**config.mk**
```make
export PLATFORM = sky130hd
export DESIGN_NAME = i2s_tx_flat
export DESIGN_NICKNAME = d
export VERILOG_FILES = /design/src/rtl/i2s_pkg.sv /design/src/rtl/i2s_tx_if.sv /design/src/rtl/i2s_clkgen.sv /design/src/rtl/i2s_tx.sv /design/src/flat_wrapper.sv
export SDC_FILE = /design/constraint.sdc
export NUM_CORES = 1
export LEC_CHECK = 0
export BUFFER_PORTS_ARGS = -buffer_cell sky130_fd_sc_hd__buf_2
export CAP_MARGIN = 10
export CELL_PAD_IN_SITES_DETAIL_PLACEMENT = 0
export CELL_PAD_IN_SITES_GLOBAL_PLACEMENT = 1
export CORE_MARGIN = 5
export CORE_UTILIZATION = 50
export CTS_CLUSTER_DIAMETER = 200
export DETAILED_ROUTE_END_ITERATION = 7
export PLACE_DENSITY_LB_ADDON = 0.1
export RECOVER_POWER = 50
export SLEW_MARGIN = 20
export SYNTH_ARGS = -nofsm -noshare
export SYNTH_HDL_FRONTEND = slang
export SYNTH_HIERARCHICAL = 1
export SYNTH_SLANG_ARGS = --single-unit
export TNS_END_PERCENT = 10
```
**constraint.sdc**
```tcl
create_clock -name clk_in -period 14.7 [get_ports clk_in]
set_clock_uncertainty 0.1 [all_clocks]
set_input_delay 3.675 -clock clk_in [delete_from_list [all_inputs] [get_ports clk_in]]
set_output_delay 3.675 -clock clk_in [all_outputs]
set_load 0.05 [all_outputs]
```
**src/rtl/i2s_pkg.sv**
```systemverilog
// i2s_pkg: shared I2S slot polarities and frame/counter sizing helpers.
package i2s_pkg;
  localparam logic LRCK_LEFT = 1'b0;
  localparam logic LRCK_RIGHT = 1'b1;
  function automatic int frame_len(input int pdata_width);
    return 2 * pdata_width;
  endfunction
  function automatic int clog2(input int v);
    int r;
    r = 0;
    while ((1 << r) < v) r++;
    return r;
  endfunction
endpackage

```
**src/rtl/i2s_tx_if.sv**
```systemverilog
// i2s_tx_if: parallel stereo word handshake between a DSP source and the I2S transmitter.
interface i2s_tx_if #(parameter int PDATA_WIDTH = 32);
  logic [PDATA_WIDTH-1:0] pldata_in;
  logic [PDATA_WIDTH-1:0] prdata_in;
  logic pvalid_in;
  logic pready_out;
  modport master(output pldata_in, prdata_in, pvalid_in, input pready_out);
  modport slave(input pldata_in, prdata_in, pvalid_in, output pready_out);
endinterface

```
**src/rtl/i2s_clkgen.sv**
```systemverilog
// i2s_clkgen: SCLK divider and frame bit counter producing SCLK, LRCK and frame strobes.
module i2s_clkgen
  import i2s_pkg::*;
#(
  parameter int SCLK_DIV    = 4,
  parameter int PDATA_WIDTH = 32
) (
  input  logic clk_in,
  input  logic arst_in,
  output logic sclk_out,
  output logic lrck_out,
  output logic fall_out,
  output logic frame_start_out
);
  localparam int FRAME = frame_len(PDATA_WIDTH);
  localparam int DW = clog2(SCLK_DIV);
  localparam int BW = clog2(FRAME);
  localparam logic [DW-1:0] DIV_LAST = DW'(SCLK_DIV - 1);
  localparam logic [DW-1:0] DIV_HALF = DW'(SCLK_DIV / 2);
  localparam logic [BW-1:0] BIT_LAST = BW'(FRAME - 1);
  localparam logic [BW-1:0] LR_LO = BW'(PDATA_WIDTH - 1);
  localparam logic [BW-1:0] LR_HI = BW'(FRAME - 2);
  logic [DW-1:0] div_cnt_q, div_cnt_d;
  logic [BW-1:0] bit_cnt_q, bit_cnt_d;
  logic sclk_q, sclk_d, lrck_q, lrck_d;
  // LRCK is decoded from the next bit count so it leads each channel MSB by one SCLK
  always_comb begin
    fall_out = div_cnt_q == DIV_LAST;
    frame_start_out = fall_out && bit_cnt_q == BIT_LAST;
    div_cnt_d = fall_out ? '0 : div_cnt_q + 1'b1;
    bit_cnt_d = !fall_out ? bit_cnt_q : (bit_cnt_q == BIT_LAST ? '0 : bit_cnt_q + 1'b1);
    sclk_d = div_cnt_d >= DIV_HALF;
    lrck_d = (bit_cnt_d >= LR_LO && bit_cnt_d <= LR_HI) ? LRCK_RIGHT : LRCK_LEFT;
  end
  always_ff @(posedge clk_in or posedge arst_in)
    if (arst_in) begin
      div_cnt_q <= '0;
      bit_cnt_q <= BIT_LAST;
      sclk_q <= 1'b0;
      lrck_q <= LRCK_LEFT;
    end else begin
      div_cnt_q <= div_cnt_d;
      bit_cnt_q <= bit_cnt_d;
      sclk_q <= sclk_d;
      lrck_q <= lrck_d;
    end
  assign sclk_out = sclk_q;
  assign lrck_out = lrck_q;
endmodule

```
**src/rtl/i2s_tx.sv**
```systemverilog
// i2s_tx: I2S master transmitter with a one-pair holding buffer and underrun flag.
module i2s_tx
  import i2s_pkg::*;
#(
  parameter int PDATA_WIDTH = 32,
  parameter int SCLK_DIV    = 4
) (
  input  logic      clk_in,
  input  logic      arst_in,
  i2s_tx_if.slave   pif,
  output logic      sclk_out,
  output logic      lrck_out,
  output logic      sdata_out,
  output logic      underrun_out
);
  localparam int FRAME = frame_len(PDATA_WIDTH);
  logic fall, frame_start, accept;
  logic hold_full_q, hold_full_d;
  logic [PDATA_WIDTH-1:0] hold_l_q, hold_l_d, hold_r_q, hold_r_d;
  logic [FRAME-1:0] shift_q, shift_d;
  logic sdata_q, sdata_d, underrun_q, underrun_d, pready_q, pready_d;
  i2s_clkgen #(.SCLK_DIV(SCLK_DIV), .PDATA_WIDTH(PDATA_WIDTH)) u_clkgen (
    .clk_in(clk_in),
    .arst_in(arst_in),
    .sclk_out(sclk_out),
    .lrck_out(lrck_out),
    .fall_out(fall),
    .frame_start_out(frame_start)
  );
  // accept only happens with hold empty, so a coincident frame start loads the old (empty) hold
  always_comb begin
    accept = pif.pvalid_in && pready_q;
    hold_full_d = accept || (hold_full_q && !frame_start);
    hold_l_d = accept ? pif.pldata_in : hold_l_q;
    hold_r_d = accept ? pif.prdata_in : hold_r_q;
    shift_d = frame_start ? (hold_full_q ? {hold_l_q, hold_r_q} : '0) : (fall ? shift_q << 1 : shift_q);
    sdata_d = shift_d[FRAME-1];
    underrun_d = frame_start && !hold_full_q;
    pready_d = !hold_full_d;
  end
  always_ff @(posedge clk_in or posedge arst_in)
    if (arst_in) begin
      hold_full_q <= 1'b0;
      hold_l_q <= '0;
      hold_r_q <= '0;
      shift_q <= '0;
      sdata_q <= 1'b0;
      underrun_q <= 1'b0;
      pready_q <= 1'b1;
    end else begin
      hold_full_q <= hold_full_d;
      hold_l_q <= hold_l_d;
      hold_r_q <= hold_r_d;
      shift_q <= shift_d;
      sdata_q <= sdata_d;
      underrun_q <= underrun_d;
      pready_q <= pready_d;
    end
  assign sdata_out = sdata_q;
  assign underrun_out = underrun_q;
  assign pif.pready_out = pready_q;
endmodule

```
**src/flat_wrapper.sv**
```systemverilog
// flat-port wrapper written by rule: the top's interface ports become plain ports
module i2s_tx_flat import i2s_pkg::*;
#(
  parameter int PDATA_WIDTH = 32,
  parameter int SCLK_DIV    = 4
)
  (clk_in, arst_in, sclk_out, lrck_out, sdata_out, underrun_out, pif_pldata_in, pif_prdata_in, pif_pvalid_in, pif_pready_out);
  i2s_tx_if #(.PDATA_WIDTH(PDATA_WIDTH)) pif_i ();
  input  logic clk_in;
  input  logic arst_in;
  output logic sclk_out;
  output logic lrck_out;
  output logic sdata_out;
  output logic underrun_out;
  input wire logic [$bits(pif_i.pldata_in)-1:0] pif_pldata_in;
  input wire logic [$bits(pif_i.prdata_in)-1:0] pif_prdata_in;
  input wire logic [$bits(pif_i.pvalid_in)-1:0] pif_pvalid_in;
  output wire logic [$bits(pif_i.pready_out)-1:0] pif_pready_out;
  assign pif_i.pldata_in = pif_pldata_in;
  assign pif_i.prdata_in = pif_prdata_in;
  assign pif_i.pvalid_in = pif_pvalid_in;
  assign pif_pready_out = pif_i.pready_out;
  i2s_tx #(.PDATA_WIDTH(PDATA_WIDTH), .SCLK_DIV(SCLK_DIV)) u_core (.clk_in(clk_in), .arst_in(arst_in), .pif(pif_i), .sclk_out(sclk_out), .lrck_out(lrck_out), .sdata_out(sdata_out), .underrun_out(underrun_out));
endmodule
```
# Yosys cells after proc, flatten, opt, wreduce, memory -nomap -nowiden
# Index checks and enable logic that the tools add are counted.
# op_classes
n_reduce_logical	10
order_cmp	3
muxes	7
n_eq_ne	2
addsub	2
# ops
cell	count
$mux W64	3
$mux W6	2
$add A6 B1 Y6 const B	1
$eq A6 B6 Y1 const B	1
$ge A6 B5 Y1 const B	1
$le A6 B6 Y1 const B	1
$logic_and A1 B1 Y1	5
$logic_not A1 Y1	3
$add A2 B1 Y2 const B	1
$eq A2 B2 Y1 const B	1
$ge A2 B2 Y1 const B	1
$mux W2	1
$reduce_bool A2 Y1	1
$logic_or A1 B1 Y1	1
$mux W1	1
# totals
in_bits	67
regBits	141
word_cells	35
out_inout_bits	5

# Depth between registers and ports, before layout
# Gate-level depths: netlist of run 1.
# logic_depth
depth_word	6
depth_mapped	9

# Modules after synthesis
# Netlist of run 1, hierarchy kept.
# by_module_without_submodules
module	instances	cells_each	area_per_inst_um2	seq_area_each_um2
i2s_tx	1	373	5770.5	3279.4
i2s_clkgen	1	41	466.7	232.7

# Worst setup path before layout of run 1
# No wires, ideal clock.
# synth_timing
kind	input-to-reg
from	in pif_pvalid_in
to	reg u_core.hold_l_q[26]
n_path_buf	2
slack_ns	10.105
arrival_ns	4.370
stages	4
cell_sequence	nand2_1 -> buf_6 -> buf_6 -> mux2_4
# synth_between
elab_chain_cells	1
# synth_lines
item	line	rtl
start, declared	flat_wrapper.sv:17	input wire logic [$bits(pif_i.pvalid_in)-1:0] pif_pvalid_in;
$logic_and A1 B1 Y1	i2s_tx.sv:32	accept = pif.pvalid_in && pready_q;
end signal, assigned	i2s_tx.sv:52	hold_l_q <= hold_l_d;
end, declared	i2s_tx.sv:19	logic [PDATA_WIDTH-1:0] hold_l_q, hold_l_d, hold_r_q, hold_r_d;
# Every way passes these cells.
# A chain may end at the register's enable or synchronous reset.

# Worst setup path after layout of run 1
# layout_timing
from	reg u_core.u_clkgen.div_cnt_q[1]
to	reg u_core.shift_q[0]
# layout_between
elab_chain_cells	3
word_cells_on_any_way	4
classes_between	eq/ne (1); mux (1); reduce/logical (2)
# layout_lines
item	line	rtl
start, declared	i2s_clkgen.sv:23	logic [DW-1:0] div_cnt_q, div_cnt_d;
start signal, assigned	i2s_clkgen.sv:42	div_cnt_q <= div_cnt_d;
$eq A2 B2 Y1 (*)	i2s_clkgen.sv:28	fall_out = div_cnt_q == DIV_LAST;
via u_core.fall	i2s_tx.sv:17	logic fall, frame_start, accept;
$logic_and A1 B1 Y1 (*)	i2s_clkgen.sv:29	frame_start_out = fall_out && bit_cnt_q == BIT_LAST;
via u_core.frame_start	i2s_tx.sv:17	
$mux W64 or $reduce_bool A2 Y1 (tied branches)	--	
end signal, assigned	i2s_tx.sv:54	shift_q <= shift_d;
end, declared	i2s_tx.sv:20	logic [FRAME-1:0] shift_q, shift_d;
# Mark *: on every way through the listed nets, which the timed path passes. The rest lies on a longest branch.

==> impl_metrics.ini, run 1 <==
[status]
run_status = complete, but fails checks
violations = max-capacitance violations, max-slew violations

[clocking]
worst_setup_hold_path_clk_slew_ps = 60
ctsHoldBuffers = 0
cts.path.max_buffers = 2
cts_buf_count = 17
clk_root_buffer_cell = sky130_fd_sc_hd__clkbuf_16
cts.sinks = 140
ctsHtreeMaxLevel = 4
clock_latency_on_the_worst_skew_pair_ps = 410
post_cts_sizing_count = 0
number_of_setup_buffers_added_after_cts = 0
cts_tree = built

[die]
core-area_mm2 = 0.0121
die_h_um = 122
width_of_the_die_um = 122
initial_core_util_pct = 51.5
floorplan.die_area_mm2 = 0.0148
rows = 40
boundaryPins = 72

[synth]
ys_seq_area_share_pct = 56.3
postSynthRegisterBits = 140
postSynthNetCount = 483
synth_warnings = 6
postSynthAreaPerCell_um2 = 15.1
synth_cell_types = 35
netlist_area_mm2 = 0.00624
instance_count_of_the_mapped_netlist = 414

[timing]
setup_tns_final_ps = 0
clock.fmax_mhz = 124
final.min_clock_period_ps = 8040
final.hold.worst_slack_ps = 327
count_of_final_hold_check_violations = 0
timing.final.setup_violations = 0
grt_setup_unrepaired = no
maxSlewHeadroom_pct = -161
slew_viol_final = 338
worst_slew_pin_slew_ps = 3910
share_of_the_clock_period_used_by_the_worst_path_pct = 54.7

[detailed_routing]
detail-route-antenna-nets = 0
via_count = 3448
initialDrtViolationCount = 160
route.final.wire_length_mm = 10.6
dr.pass1.iters = 4
vias_per_cell = 5.24
remaining_drc_errors = 0
drt-wirelength-per-cell_um = 16.1

[setup_path]
cp-end-kind = flop
worstRegToRegCells = 7
critical_path.startpoint_type = flop
rr_startpoint = u_core/u_clkgen/div_cnt_q[1]
cp_data_arrival_time_ps = 8290
timing.setup.critical_path_class = reg -> reg
timing.critical_path.fanout_max = 83
worstPathRequired_ps = 14940
rrSetupSlack_ps = 6660
r2r-end = u_core/shift_q[0]
critical_path.startpoint = u_core/u_clkgen/div_cnt_q[1]
crit_path_end = u_core/shift_q[0]

[global_routing]
grt_first_pass_wirelength_mm = 17.8
grt_pass1_vias = 3601
grt_max_degree = 84
gr_ovfl_total = 0
grt.total_usage_pct = 15.3
grt_antenna_before_repair = 0

[cells_and_area]
net_count_of_the_finished_layout = 546
fillCellCount = 1015
fin_util_pct = 59.2
final_layout_size_suffix_gt1_share_pct = 39.6
antennaDiodeCount = 0
syn2layout_area_growth_pct = 14.9

[pwr]
power.density_mw_per_mm2 = 118
static-leakage-power_uw = 0.00338
worst_ir_drop_vdd_uv = 78.7

[min_path]
worst_hold_path_type = reg -> reg

[placement]
gpl_wtd_cong = 0.736
hpwl_mm = 6.47
buffer_ports.inserted = 71

[job]
max-cap-violations = 6
[how the worst min path moves through the flow]
stage | cells after the start | end | from | slack [ps]
global route | 1 | u_core/u_clkgen/div_cnt_q[0] | u_core/u_clkgen/div_cnt_q[0] | 350
finish | 1 | u_core/u_clkgen/div_cnt_q[0] | u_core/u_clkgen/div_cnt_q[0] | 330
global placement | 1 | u_core/u_clkgen/div_cnt_q[0] | u_core/u_clkgen/div_cnt_q[0] | 360
floorplan | 1 | u_core/u_clkgen/div_cnt_q[0] | u_core/u_clkgen/div_cnt_q[0] | 300
detailed placement | 1 | u_core/shift_q[28] | u_core/hold_r_q[28] | 360
CTS | 1 | u_core/u_clkgen/div_cnt_q[0] | u_core/u_clkgen/div_cnt_q[0] | 380
[cell type report]
type	instances	area [um^2]	area share, %
Multi-Input combinational cell	240	2430	33.9
Inverter	3	12.5	0.175
Sequential cell	140	3510	49.0
Clock inverter	10	136	1.90
Tap cell	168	210	2.93
Timing Repair Buffer	75	373	5.20
Clock buffer	22	494	6.90
[Yosys cell counts]
cell	count	area (um^2)
sky130_fd_sc_hd__nand4_1	4	25.0
sky130_fd_sc_hd__nor3b_2	1	12.5
sky130_fd_sc_hd__o2bb2ai_1	30	263
sky130_fd_sc_hd__a21oi_1	2	10.0
sky130_fd_sc_hd__a211oi_1	1	7.51
sky130_fd_sc_hd__nand4bb_1	1	11.3
sky130_fd_sc_hd__mux2_2	27	304
sky130_fd_sc_hd__and2_1	1	6.26
sky130_fd_sc_hd__a21o_1	1	7.51
sky130_fd_sc_hd__clkbuf_1	5	18.8
sky130_fd_sc_hd__a21boi_0	1	7.51
sky130_fd_sc_hd__o21a_1	1	7.51
sky130_fd_sc_hd__o2bb2ai_2	20	300
sky130_fd_sc_hd__nor3b_1	1	7.51
sky130_fd_sc_hd__and3_1	1	6.26
sky130_fd_sc_hd__o31ai_1	1	7.51
sky130_fd_sc_hd__mux2i_1	63	631
sky130_fd_sc_hd__inv_1	3	11.3
sky130_fd_sc_hd__dfstp_2	7	184
sky130_fd_sc_hd__a2bb2oi_1	1	8.76
sky130_fd_sc_hd__a41o_1	1	10.0
sky130_fd_sc_hd__buf_2	7	35.0
sky130_fd_sc_hd__nor2b_1	1	6.26
sky130_fd_sc_hd__and4b_1	1	10.0
sky130_fd_sc_hd__nand2_1	4	15.0
sky130_fd_sc_hd__nor2_1	4	15.0
sky130_fd_sc_hd__o21ai_0	15	75.1
sky130_fd_sc_hd__buf_6	18	203
sky130_fd_sc_hd__xnor2_1	3	26.3
sky130_fd_sc_hd__dfrtp_1	133	3330
sky130_fd_sc_hd__xor2_1	1	8.76
sky130_fd_sc_hd__buf_4	1	7.51
sky130_fd_sc_hd__mux2_4	38	571
sky130_fd_sc_hd__ha_1	2	25.0
sky130_fd_sc_hd__nand3_1	13	65.1
[metrics by stage]
stage / setup slack, ps / cell area (um^2) / power (uW) / instances
CTS: 9670 / 7230 / 858 / 658
global placement: 9300 / 6600 / 410 / 626
global route: 5900 / 7170 / 878 / 658
finish: 6660 / 7170 / 846 / 658
detailed placement: 9290 / 6600 / 410 / 626
floorplan: 7430 / 6240 / 398 / 414
[flip-flops by register name (all words and copies together), names as in the netlist]
register and cells:
u_core/shift_q 63, u_core/hold_l_q 32, u_core/hold_r_q 32, u_core/u_clkgen/bit_cnt_q 6
u_core/u_clkgen/div_cnt_q 2, u_core/hold_full_q 1, u_core/pif.pready_out 1, u_core/sdata_out 1
u_core/u_clkgen/lrck_out 1, u_core/underrun_out 1
[layer usage]
layer	vias up	track usage [%]	part of all wire (%)
li1	1660	-	-
met1	1717	20.2	46
met2	58	23.6	48
met3	13	4.22	4.2
met4	0	7.00	1.6
met5	-	0	0
[power by group]
part           total (uW)  switching (uW)  internal (uW)
Clock                 444             155            289
Combinational        16.7            10.1           6.55
Sequential            386               0            386
[kinds of logic after synthesis]
family                   share of synthesized area, %
AND/OR/NAND/NOR                                  2.89
flip-flops                                       56.3
AO/OA/AOI/OAI                                    11.3
multiplexers                                     24.1
adder cells (fa/ha/maj)                         0.401
XOR/XNOR                                        0.562
buffers and inverters                            4.41
[cells in the final DEF, fill, tap and decap left out, types with 4 or more instances in the layout]
cell type and n:
sky130_fd_sc_hd__mux2i_1 63, sky130_fd_sc_hd__mux2_4 38, sky130_fd_sc_hd__dfrtp_1 133, sky130_fd_sc_hd__clkbuf_16 17
sky130_fd_sc_hd__clkbuf_8 5, sky130_fd_sc_hd__nand3_1 13, sky130_fd_sc_hd__mux2_2 27, sky130_fd_sc_hd__o2bb2ai_1 34
sky130_fd_sc_hd__nand4_1 4, sky130_fd_sc_hd__dfstp_2 7, sky130_fd_sc_hd__clkbuf_1 4, sky130_fd_sc_hd__buf_2 70
sky130_fd_sc_hd__nand2_1 4, sky130_fd_sc_hd__o21ai_0 15, sky130_fd_sc_hd__o2bb2ai_2 16
[worst max-delay path, cell delays in order (launching register included)]
cell,delay [ps]
sky130_fd_sc_hd__dfrtp_1,350
sky130_fd_sc_hd__ha_1,1380
sky130_fd_sc_hd__nand4_1,400
sky130_fd_sc_hd__nor2_4,180
sky130_fd_sc_hd__clkbuf_1,2730
sky130_fd_sc_hd__and2_2,470
sky130_fd_sc_hd__clkbuf_1,1970
sky130_fd_sc_hd__a21o_1,290
(Power assumes the default switching activity.)
==> run 2: changes to the inputs <==
- CORE_UTILIZATION: 50 -> 49
- clock period: 14.7 -> 8.2 ns (I/O delays scaled with it)
==> run 2 against run 1 <==
The flow still finishes with violations (max-capacitance violations, max-slew violations). Via count is 0.26% lower. Sequential cell count is the same. Global-route usage grew 0.31 points. Final area down 0.91%. Non-clock buffer count is the same. First-iteration DRC count increased by 6.9%. Core utilization fell by 2.7 points. Clock-buffer cell count grew 3. Combinational power up 78%. Routed wire length decreased by 1.6%. Critical path type unchanged. Highest routed layer unchanged.
==> impl_metrics.ini, run 2 (synthesized netlist as in run 1, its figures left out) <==
[status]
run_status = complete, but fails checks
violations = max-capacitance violations, max-slew violations

[global_routing]
grt_antenna_before_repair = 0
grt.total_usage_pct = 15.6
gr_ovfl_total = 0
gr-usage-met3_pct = 4.79
grt_pass1_vias = 3730
grt_most_used_layer = met2
grt_first_pass_wirelength_mm = 18.2
grt_util_met2_pct = 24.2
grt_max_degree = 83
use_met1_pct = 20.5

[min_path]
worst_hold_path_type = reg -> reg

[die]
floorplan.die_area_mm2 = 0.0151
initial_core_util_pct = 49.6
width_of_the_die_um = 123
boundaryPins = 72
core-area_mm2 = 0.0126
rows = 41
die_h_um = 123

[setup_path]
worstPathRequired_ps = 8440
cp-end-kind = flop
timing.critical_path.fanout_max = 53
timing.setup.critical_path_class = reg -> reg
critical_path.startpoint_type = flop
cp_data_arrival_time_ps = 4910

[clocking]
cts_buf_count = 17
cts.path.max_buffers = 2
clock_latency_on_the_worst_skew_pair_ps = 410
ctsHoldBuffers = 0
worst_setup_hold_path_clk_slew_ps = 60
post_cts_sizing_count = 0
ctsHtreeMaxLevel = 4
clk_root_buffer_cell = sky130_fd_sc_hd__clkbuf_16
cts_tree = built
cts.sinks = 140
number_of_setup_buffers_added_after_cts = 0

[pwr]
static-leakage-power_uw = 0.00334
power.density_mw_per_mm2 = 209
worst_ir_drop_vdd_uv = 137
report.power.total_uw = 1490

[timing]
grt_setup_unrepaired = no
final.min_clock_period_ps = 4680
share_of_the_clock_period_used_by_the_worst_path_pct = 57.0
count_of_final_hold_check_violations = 0
slew_viol_final = 135
clock.fmax_mhz = 214
maxSlewHeadroom_pct = -144
setup_tns_final_ps = 0
worst_slew_pin_slew_ps = 3650
timing.final.setup_violations = 0

[cells_and_area]
largest_reg_flops = 63
final_layout_size_suffix_gt1_share_pct = 37.4
seqCellArea_mm2 = 0.00351
antennaDiodeCount = 0
final_common_cell = sky130_fd_sc_hd__dfrtp_1
fillCellCount = 1053
largestRegisters = u_core/shift_q (63), u_core/hold_l_q (32), u_core/hold_r_q (32)
multi_input_comb_area_mm2 = 0.00239
max_flop_register = u_core/shift_q
layout.cells.most_common_list = sky130_fd_sc_hd__dfrtp_1, sky130_fd_sc_hd__buf_2, sky130_fd_sc_hd__mux2i_1, sky130_fd_sc_hd__o2bb2ai_1, sky130_fd_sc_hd__mux2_4
syn2layout_area_growth_pct = 13.9
net_count_of_the_finished_layout = 546

[detailed_routing]
dr.pass1.iters = 5
initialDrtViolationCount = 171
route.final.wire_length_mm = 10.4
detail-route-antenna-nets = 0
via_count = 3439
vias_per_cell = 5.20
remaining_drc_errors = 0
drt-wirelength-per-cell_um = 15.8

[placement]
buffer_ports.inserted = 71
gpl_wtd_cong = 0.702
hpwl_mm = 6.47

[job]
max-cap-violations = 2
run 2: worst paths after layout:
kind | start | to | slack (ps) | cells after the start
setup / recovery | u_core/u_clkgen/div_cnt_q[1] | u_core/sdata_out | 3520 | 4
hold / removal | u_core/u_clkgen/div_cnt_q[0] | u_core/u_clkgen/div_cnt_q[0] | 320 | 1
setup reg to reg | u_core/u_clkgen/div_cnt_q[1] | u_core/sdata_out | 3520 | 4
hold reg to reg | u_core/u_clkgen/div_cnt_q[0] | u_core/u_clkgen/div_cnt_q[0] | 320 | 1
max in group asynchronous | arst_in | u_core/shift_q[8] | 3700 | 3
min in group asynchronous | arst_in | u_core/u_clkgen/div_cnt_q[1] | 1490 | 2
run 2: power by group:
part	internal (uW)	total, uW	switching, uW
registers	692	692	0
logic	11.8	29.8	18.1
clock network	500	766	266
run 2: per-stage QoR:
| stage | instance area [um^2] | worst slack (ps) | std cells | utilization [%] | hold slack, ps |
|---|---|---|---|---|---|
| floorplan | 6240 | 2550 | 414 | - | 301 |
| global placement | 6610 | 4600 | 630 | 52.6 | 360 |
| detailed placement | 6610 | 4560 | 630 | 52.6 | 365 |
| CTS | 7200 | 4770 | 661 | 57.3 | 373 |
| global route | 7100 | 2940 | 661 | 56.5 | 336 |
| finish | 7100 | 3520 | 661 | 56.5 | 323 |
run 2: per-layer routing:
metal / wire (um) / part of all wire, %
met2: 5010 / 48
met3: 443 / 4.2
met1: 4810 / 46
met5: 0 / 0
met4: 166 / 1.6
run 2: layout make-up:
| cell class | count | area share [%] |
|---|---|---|
| repair buffers | 75 | 5.36 |
| clock buffers | 25 | 6.84 |
| inverters | 3 | 0.176 |
| multi-input cells | 240 | 33.6 |
| well taps | 172 | 3.03 |
| flip-flops and latches | 140 | 49.5 |
| clock inverters | 6 | 1.55 |
run 2: critical path: stages, from the launching register on:
cell and delay, ps:
sky130_fd_sc_hd__dfrtp_1 350, sky130_fd_sc_hd__ha_1 860, sky130_fd_sc_hd__clkbuf_1 2620, sky130_fd_sc_hd__mux2i_1 360
sky130_fd_sc_hd__o2bb2ai_2 250
